File: src/rtl/credit_pkg.sv
// Shared types and default sizing for the credit sender arbiter.
package credit_pkg;

   // Sender link state: resynchronising, transmitting, or credit-withheld
   typedef enum logic [1:0] {
      ST_SYNC = 2'd0,
      ST_RUN  = 2'd1,
      ST_HOLD = 2'd2
   } state_t;

   localparam int DEF_NUM_REQ     = 4;
   localparam int DEF_DATA_WIDTH  = 8;
   localparam int DEF_MAX_CREDITS = 8;

endpackage

File: src/rtl/credit_sender_arbiter_if.sv
// Requester-side handshake and outbound link beat, bundled for the arbiter.
interface credit_sender_arbiter_if
   import credit_pkg::*;
#(
   parameter int NUM_REQ    = DEF_NUM_REQ,
   parameter int DATA_WIDTH = DEF_DATA_WIDTH
) ();
   localparam int IW = (NUM_REQ > 1) ? $clog2(NUM_REQ) : 1;

   logic [NUM_REQ-1:0]            req_valid;
   logic [NUM_REQ*DATA_WIDTH-1:0] req_data;
   logic [NUM_REQ-1:0]            req_ready;
   logic                          push_valid;
   logic [DATA_WIDTH-1:0]         push_data;
   logic [IW-1:0]                 grant_id;

   // Arbiter side: consumes requests, produces grants and link beats
   modport slave (
      input  req_valid, req_data,
      output req_ready, push_valid, push_data, grant_id
   );

   // Requester/environment side
   modport master (
      output req_valid, req_data,
      input  req_ready, push_valid, push_data, grant_id
   );
endinterface

File: src/rtl/rr_arbiter.sv
// Round-robin selector: first asserted request at or after the pointer wins.
module rr_arbiter #(
   parameter int NUM_REQ = 4,
   parameter int IW      = 2
) (
   input  logic [NUM_REQ-1:0] i_req,
   input  logic [IW-1:0]      i_ptr,
   output logic [NUM_REQ-1:0] o_gnt,
   output logic [IW-1:0]      o_gnt_idx,
   output logic               o_any
);

   // Scan from the pointer upward with wrap, latching onto the first hit
   always_comb begin
      int            v_idx;
      logic [IW-1:0] v_sel;
      o_gnt     = {NUM_REQ{1'b0}};
      o_gnt_idx = {IW{1'b0}};
      o_any     = 1'b0;
      for (int k = 0; k < NUM_REQ; k++) begin
         v_idx = int'(i_ptr) + k;
         if (v_idx >= NUM_REQ) begin
            v_idx = v_idx - NUM_REQ;
         end else begin
            v_idx = v_idx;
         end
         v_sel = IW'(v_idx);
         if (!o_any && i_req[v_sel]) begin
            o_gnt[v_sel] = 1'b1;
            o_gnt_idx    = v_sel;
            o_any        = 1'b1;
         end else begin
            o_any = o_any;
         end
      end
   end

endmodule

File: src/rtl/credit_sender_arbiter.sv
// Credit-based link sender: round-robin arbitration of NUM_REQ requesters
// onto one registered link, gated by a saturating credit counter and a
// SYNC/RUN/HOLD link-state machine.
module credit_sender_arbiter
   import credit_pkg::*;
#(
   parameter int NUM_REQ     = DEF_NUM_REQ,
   parameter int DATA_WIDTH  = DEF_DATA_WIDTH,
   parameter int MAX_CREDITS = DEF_MAX_CREDITS
) (
   input  logic                               clk,
   input  logic                               rst_n,
   input  logic                               push_receiver_in_reset,
   output logic                               push_sender_in_reset,
   input  logic                               push_credit,
   output logic                               push_credit_stall,
   input  logic                               credit_withhold,
   output logic [$clog2(MAX_CREDITS+1)-1:0]   credit_count,
   output logic                               credit_overflow,
   credit_sender_arbiter_if.slave             bus
);
   localparam int IW = (NUM_REQ > 1) ? $clog2(NUM_REQ) : 1;
   localparam int CW = $clog2(MAX_CREDITS + 1);
   localparam logic [CW-1:0] MAX_CNT   = CW'(MAX_CREDITS);
   localparam logic [CW-1:0] STALL_CNT = CW'(MAX_CREDITS - 1);
   localparam logic [IW-1:0] LAST_IDX  = IW'(NUM_REQ - 1);

   state_t                r_state;
   logic [CW-1:0]         r_credit_count;
   logic [IW-1:0]         r_rr_ptr;
   logic                  r_push_valid;
   logic [DATA_WIDTH-1:0] r_push_data;
   logic [IW-1:0]         r_grant_id;
   logic                  r_credit_overflow;

   logic                  w_grant_en;
   logic [NUM_REQ-1:0]    w_arb_req;
   logic [NUM_REQ-1:0]    w_grant;
   logic [IW-1:0]         w_grant_idx;
   logic                  w_accept;
   logic [CW-1:0]         w_credit_next;
   logic                  w_overflow_hit;
   logic [IW-1:0]         w_rr_next;
   logic [DATA_WIDTH-1:0] w_sel_data;

   // Grants need RUN and at least one credit already held (no same-cycle bypass)
   assign w_grant_en = (r_state == ST_RUN) && (r_credit_count != {CW{1'b0}});
   assign w_arb_req  = bus.req_valid & {NUM_REQ{w_grant_en}};

   rr_arbiter #(
      .NUM_REQ (NUM_REQ),
      .IW      (IW)
   ) u_rr_arbiter (
      .i_req     (w_arb_req),
      .i_ptr     (r_rr_ptr),
      .o_gnt     (w_grant),
      .o_gnt_idx (w_grant_idx),
      .o_any     (w_accept)
   );

   assign w_rr_next = (w_grant_idx == LAST_IDX) ? {IW{1'b0}} : (w_grant_idx + IW'(1));

   // Mux the granted requester's payload with an AND-OR tree over the one-hot grant
   always_comb begin
      w_sel_data = {DATA_WIDTH{1'b0}};
      for (int i = 0; i < NUM_REQ; i++) begin
         w_sel_data = w_sel_data |
                      (bus.req_data[i*DATA_WIDTH +: DATA_WIDTH] & {DATA_WIDTH{w_grant[i]}});
      end
   end

   // Next credit value: a returned credit and a spent credit cancel out
   always_comb begin
      w_credit_next  = r_credit_count;
      w_overflow_hit = 1'b0;
      if (push_credit && !w_accept) begin
         if (r_credit_count == MAX_CNT) begin
            w_overflow_hit = 1'b1;
         end else begin
            w_credit_next = r_credit_count + CW'(1);
         end
      end else if (!push_credit && w_accept) begin
         w_credit_next = r_credit_count - CW'(1);
      end else begin
         w_credit_next = r_credit_count;
      end
   end

   // Link FSM, credit counter, round-robin pointer and registered link beat
   always_ff @(posedge clk or negedge rst_n) begin
      if (!rst_n) begin
         r_state           <= ST_SYNC;
         r_credit_count    <= {CW{1'b0}};
         r_rr_ptr          <= {IW{1'b0}};
         r_push_valid      <= 1'b0;
         r_push_data       <= {DATA_WIDTH{1'b0}};
         r_grant_id        <= {IW{1'b0}};
         r_credit_overflow <= 1'b0;
      end else begin
         // A beat accepted this cycle always issues, even if the link drops to SYNC
         r_push_valid <= w_accept;
         if (w_accept) begin
            r_push_data <= w_sel_data;
            r_grant_id  <= w_grant_idx;
            r_rr_ptr    <= w_rr_next;
         end
         if (w_overflow_hit) begin
            r_credit_overflow <= 1'b1;
         end
         case (r_state)
            ST_SYNC: begin
               r_credit_count <= {CW{1'b0}};
               if (!push_receiver_in_reset) begin
                  r_state <= ST_RUN;
               end
            end
            ST_RUN: begin
               if (push_receiver_in_reset) begin
                  r_state        <= ST_SYNC;
                  r_credit_count <= {CW{1'b0}};
               end else begin
                  r_credit_count <= w_credit_next;
                  if (credit_withhold) begin
                     r_state <= ST_HOLD;
                  end
               end
            end
            ST_HOLD: begin
               if (push_receiver_in_reset) begin
                  r_state        <= ST_SYNC;
                  r_credit_count <= {CW{1'b0}};
               end else begin
                  r_credit_count <= w_credit_next;
                  if (!credit_withhold) begin
                     r_state <= ST_RUN;
                  end
               end
            end
            default: begin
               r_state        <= ST_SYNC;
               r_credit_count <= {CW{1'b0}};
            end
         endcase
      end
   end

   assign push_sender_in_reset = (r_state == ST_SYNC);
   assign push_credit_stall    = (r_state == ST_RUN) && (r_credit_count >= STALL_CNT) && !w_accept;
   assign credit_count         = r_credit_count;
   assign credit_overflow      = r_credit_overflow;

   assign bus.req_ready  = w_grant;
   assign bus.push_valid = r_push_valid;
   assign bus.push_data  = r_push_data;
   assign bus.grant_id   = r_grant_id;

endmodule

File: src/flat_wrapper.sv
// flat-port wrapper written by rule: the top's interface ports become plain ports
module credit_sender_arbiter_flat import credit_pkg::*;
#(
   parameter int NUM_REQ     = DEF_NUM_REQ,
   parameter int DATA_WIDTH  = DEF_DATA_WIDTH,
   parameter int MAX_CREDITS = DEF_MAX_CREDITS
)
  (clk, rst_n, push_receiver_in_reset, push_sender_in_reset, push_credit, push_credit_stall, credit_withhold, credit_count, credit_overflow, bus_req_valid, bus_req_data, bus_req_ready, bus_push_valid, bus_push_data, bus_grant_id);
  credit_sender_arbiter_if #(.NUM_REQ(NUM_REQ), .DATA_WIDTH(DATA_WIDTH)) bus_i ();
  input  logic clk;
  input  logic rst_n;
  input  logic push_receiver_in_reset;
  output logic push_sender_in_reset;
  input  logic push_credit;
  output logic push_credit_stall;
  input  logic credit_withhold;
  output logic [$clog2(MAX_CREDITS+1)-1:0] credit_count;
  output logic credit_overflow;
  input wire logic [$bits(bus_i.req_valid)-1:0] bus_req_valid;
  input wire logic [$bits(bus_i.req_data)-1:0] bus_req_data;
  output wire logic [$bits(bus_i.req_ready)-1:0] bus_req_ready;
  output wire logic [$bits(bus_i.push_valid)-1:0] bus_push_valid;
  output wire logic [$bits(bus_i.push_data)-1:0] bus_push_data;
  output wire logic [$bits(bus_i.grant_id)-1:0] bus_grant_id;
  assign bus_i.req_valid = bus_req_valid;
  assign bus_i.req_data = bus_req_data;
  assign bus_req_ready = bus_i.req_ready;
  assign bus_push_valid = bus_i.push_valid;
  assign bus_push_data = bus_i.push_data;
  assign bus_grant_id = bus_i.grant_id;
  credit_sender_arbiter #(.NUM_REQ(NUM_REQ), .DATA_WIDTH(DATA_WIDTH), .MAX_CREDITS(MAX_CREDITS)) u_core (.clk(clk), .rst_n(rst_n), .push_receiver_in_reset(push_receiver_in_reset), .push_sender_in_reset(push_sender_in_reset), .push_credit(push_credit), .push_credit_stall(push_credit_stall), .credit_withhold(credit_withhold), .credit_count(credit_count), .credit_overflow(credit_overflow), .bus(bus_i));
endmodule
File: config.mk
export PLATFORM = sky130hd
export DESIGN_NAME = credit_sender_arbiter_flat
export DESIGN_NICKNAME = d
export VERILOG_FILES = /design/src/rtl/credit_pkg.sv /design/src/rtl/credit_sender_arbiter_if.sv /design/src/rtl/rr_arbiter.sv /design/src/rtl/credit_sender_arbiter.sv /design/src/flat_wrapper.sv
export SDC_FILE = /design/constraint.sdc
export NUM_CORES = 1
export LEC_CHECK = 0
export BUFFER_PORTS_ARGS = -buffer_cell sky130_fd_sc_hd__buf_2
export CORE_MARGIN = 1
export CORE_UTILIZATION = 49
export CTS_CLUSTER_SIZE = 10
export DETAILED_ROUTE_END_ITERATION = 8
export PLACE_DENSITY = 0.81
export SYNTH_ARGS = -nofsm -noshare
export SYNTH_HDL_FRONTEND = slang
export SYNTH_HIERARCHICAL = 1
export SYNTH_SLANG_ARGS = --single-unit
File: constraint.sdc
create_clock -name clk -period 5.69 [get_ports clk]
set_clock_uncertainty 0.05 [all_clocks]
set_input_delay 0.569 -clock clk [delete_from_list [all_inputs] [get_ports clk]]
set_output_delay 0.569 -clock clk [all_outputs]
set_load 0.01 [all_outputs]
==> run_results.csv <==
group,metric,value,unit
status,status,"complete, no violations",
route,drc,0,
clock_network,post_cts_resized,0,
run,drv_cap,0,
sta,setup_violations,0,
route,vias_per_cell,5.599,
route,drtIter0Drc,76,
clock_network,root_buffer,"clkbuf_4",
clock_network,clk_pin_slew,120,ps
sta,worst_slew_pin_slew,1048,ps
place,dp.cells,263,
worst_setup_path,critPathCaptureType,"register",
yosys,yosys.cell_count.top_type,"a22oi_1",
cells_and_area,area_growth,24.67,%
worst_hold_path,hold_class,"primary input to async pin",
grt,grt_max_degree,22,
sta,fmax,228.4,MHz
worst_setup_path,worst_setup_path_start_kind,"register",
floorplan,io_pins,63,
cells_and_area,num_antenna_cells,0,
yosys,avgSynthCellArea,9.741,um^2
route,drt_wl_total,3.781,mm
clock_network,tritoncts,"built",
place,port_buffers,62,
grt,grt_pass1_wl,5.913,mm
floorplan,core,3053,um^2
yosys,synth_warnings,6,
yosys,synth_top_family_by_area,"compound AO/OA/AOI/OAI gates",
power,leakage,0.9531,nW
clock_network,cts_hold_buf,0,
yosys,synthSimpleGateAreaFrac,13.24,%
worst_setup_path,crit_type,"register to register",
cells_and_area,fin_cells,267,
floorplan,die_w,58.93,um
worst_setup_path,path_max_fanout,13,
worst_setup_path,arrival,4530,ps
route,firstDrtPassIters,4,
cells_and_area,layout-drive-gt1-share,36.32,%
clock_network,cts_max_path_buffers,2,
sta,tns,0,ps
yosys,synth-edff-count,0,
yosys,synth.area.mux_share,10.87,%
yosys,yosysSeqAreaShare,31.52,%
yosys,synth.distinct_cells,42,
yosys,synth_top_cell_area_share,31.52,%
place,post-dp-hpwl,2.961,mm
yosys,synthTopCellsByArea,"dfrtp_1, a22oi_1, ha_1",
floorplan,die_h,58.93,um
sta,period_share,76.94,%
sta,rsz0062_at_grt,"no",
grt,grt_pass1_vias,1333,
yosys,ys.flop_type,"dfrtp_1",
floorplan,fp-row-count,20,
cells_and_area,nets,279,
clock_network,clock_sinks,20,
power,totalPowerFinal,0.001134,W
sta,maxSlewViolCount,0,
clock_network,cts_made_buffers,3,
power,power.density,572.9,nW/um^2
clock_network,clk-insertion-delay-late,300,ps
route,antenna_left,0,
yosys,ys_ff_latch,20,
grt,grt_antenna_before_repair,0,
yosys,yosys.area_share.adder,11.51,%
worst_setup_path,crit_required,5850,ps
grt,grt_overflow_total,0,
yosys,syn_nets,218,
place,gp_congestion,0.8354,
sta,hold_viol,0,
power,vdd_drop_max,0.0003065,V
yosys,synth_top_area_cell,"dfrtp_1",
yosys,synth_cells,163,
floorplan,floorplan.initialDensity,52.01,%
yosys,synth_commonest_cells,"a22oi_1, dfrtp_1, ha_1, nor2_1, inv_1",
yosys,syn_area,1588,um^2
yosys,synth_xor_area_share,0.5516,%
sta,period_minus_slack,4378,ps
yosys,synth-compound-area-share,26.87,%
yosys,async_flop_share,100.0,%
clock_network,htree_levels,1,
sta,slew_headroom,29.38,%
floorplan,dieArea,3472,um^2
clock_network,cts_setup_buffers,0,
route,num_vias,1495,
grt,grtUsageTotal,22.11,%
route,wl_per_cell,14.16,um
==> where the power goes <==
group	internal (W)	switching [W]	total [W]
combinational	0.000327	0.000416	0.000743
sequential	0.000213	0.0000620	0.000275
clock	0.0000712	0.0000455	0.000117
total	0.000611	0.000523	0.00113
==> cell families after synthesis <==
family | Yosys count
adders and majority gates | 14
DFF | 20
and+or+nand+nor | 37
buffers and inverters | 19
xor gates and xnor gates | 1
AOI/OAI and AO/OA | 61
muxes | 11
==> worst paths after layout <==
| kind | start | to | slack, ps | cells after the start |
|---|---|---|---|---|
| min in group clk | u_core/bus.grant_id[1] | u_core/bus.grant_id[1] | 470 | 1 |
| worst min register to register | u_core/bus.grant_id[1] | u_core/bus.grant_id[1] | 470 | 1 |
| worst min-delay path | rst_n | u_core/credit_count[2] | 140 | 1 |
| worst max register to register | u_core/credit_count[1] | u_core/credit_count[3] | 1310 | 14 |
| max in group asynchronous | rst_n | u_core/bus.grant_id[1] | 5130 | 1 |
| worst max-delay path | u_core/credit_count[1] | u_core/credit_count[3] | 1310 | 14 |
==> per-layer routing <==
metal | GRT usage (%) | vias up | wire, um
met3 | 3.736 | 2 | 122
met5 | 0 | - | 0
met4 | 5.442 | 0 | 17
met1 | 28.83 | 715 | 1706
li1 | - | 748 | -
met2 | 38.15 | 30 | 1935
==> flip-flops by register name, indices dropped and copies added (netlist names) <==
register                cells
u_core/bus.push_data        8
u_core/credit_count         4
u_core/bus.grant_id         2
u_core/r_rr_ptr             2
u_core/r_state              2
u_core/bus.push_valid       1
u_core/credit_overflow      1
==> through the flow <==
step	hold WS (ps)	utilization [%]	area, um^2	setup slack, ps
floorplan	223.4	-	1588	1448
global placement	414.8	63.11	1927	1538
detailed placement	442.3	63.11	1927	1381
CTS	143.6	64.84	1979	1356
global route	158.0	64.84	1979	1060
finish	140.5	64.84	1979	1312
==> layout make-up <==
class / instances / area (um^2)
fill: 271 / 1074
sequential: 20 / 500.5
timing repair buffer: 65 / 332.8
clock inverter: 1 / 30.03
tap: 44 / 55.05
multi-input combinational: 124 / 1001
clock buffer: 3 / 22.52
inverter: 10 / 37.54
==> worst max-delay path, stage by stage (launching register included) <==
cell      delay (ps)
dfrtp_1          450
or3_1            440
o21a_1           230
and2_1           210
mux4_2           630
nor3_1           370
nand2b_1         120
inv_1            110
ha_1             250
inv_1            100
ha_1             330
and3_4           200
or3_1            360
a211o_1          300
o2111a_1         140
==> layout by cell type, fill, tap and decap left out, drive strengths merged, types with 2 or more instances in the layout <==
master / Yosys / routed
o21ai: 8 / 8
nand2: 5 / 5
nor2: 13 / 13
a31oi: 9 / 9
buf: 3 / 65
clkbuf: 6 / 3
a21oi: 6 / 6
dfrtp: 20 / 20
ha: 13 / 13
or3: 2 / 2
a22oi: 24 / 24
inv: 10 / 10
and2: 4 / 4
mux2i: 3 / 3
o31ai: 2 / 2
mux4: 4 / 4
nor2b: 2 / 2
mux2: 4 / 4
nand2b: 4 / 4
Power figures use the tool's default switching activity.
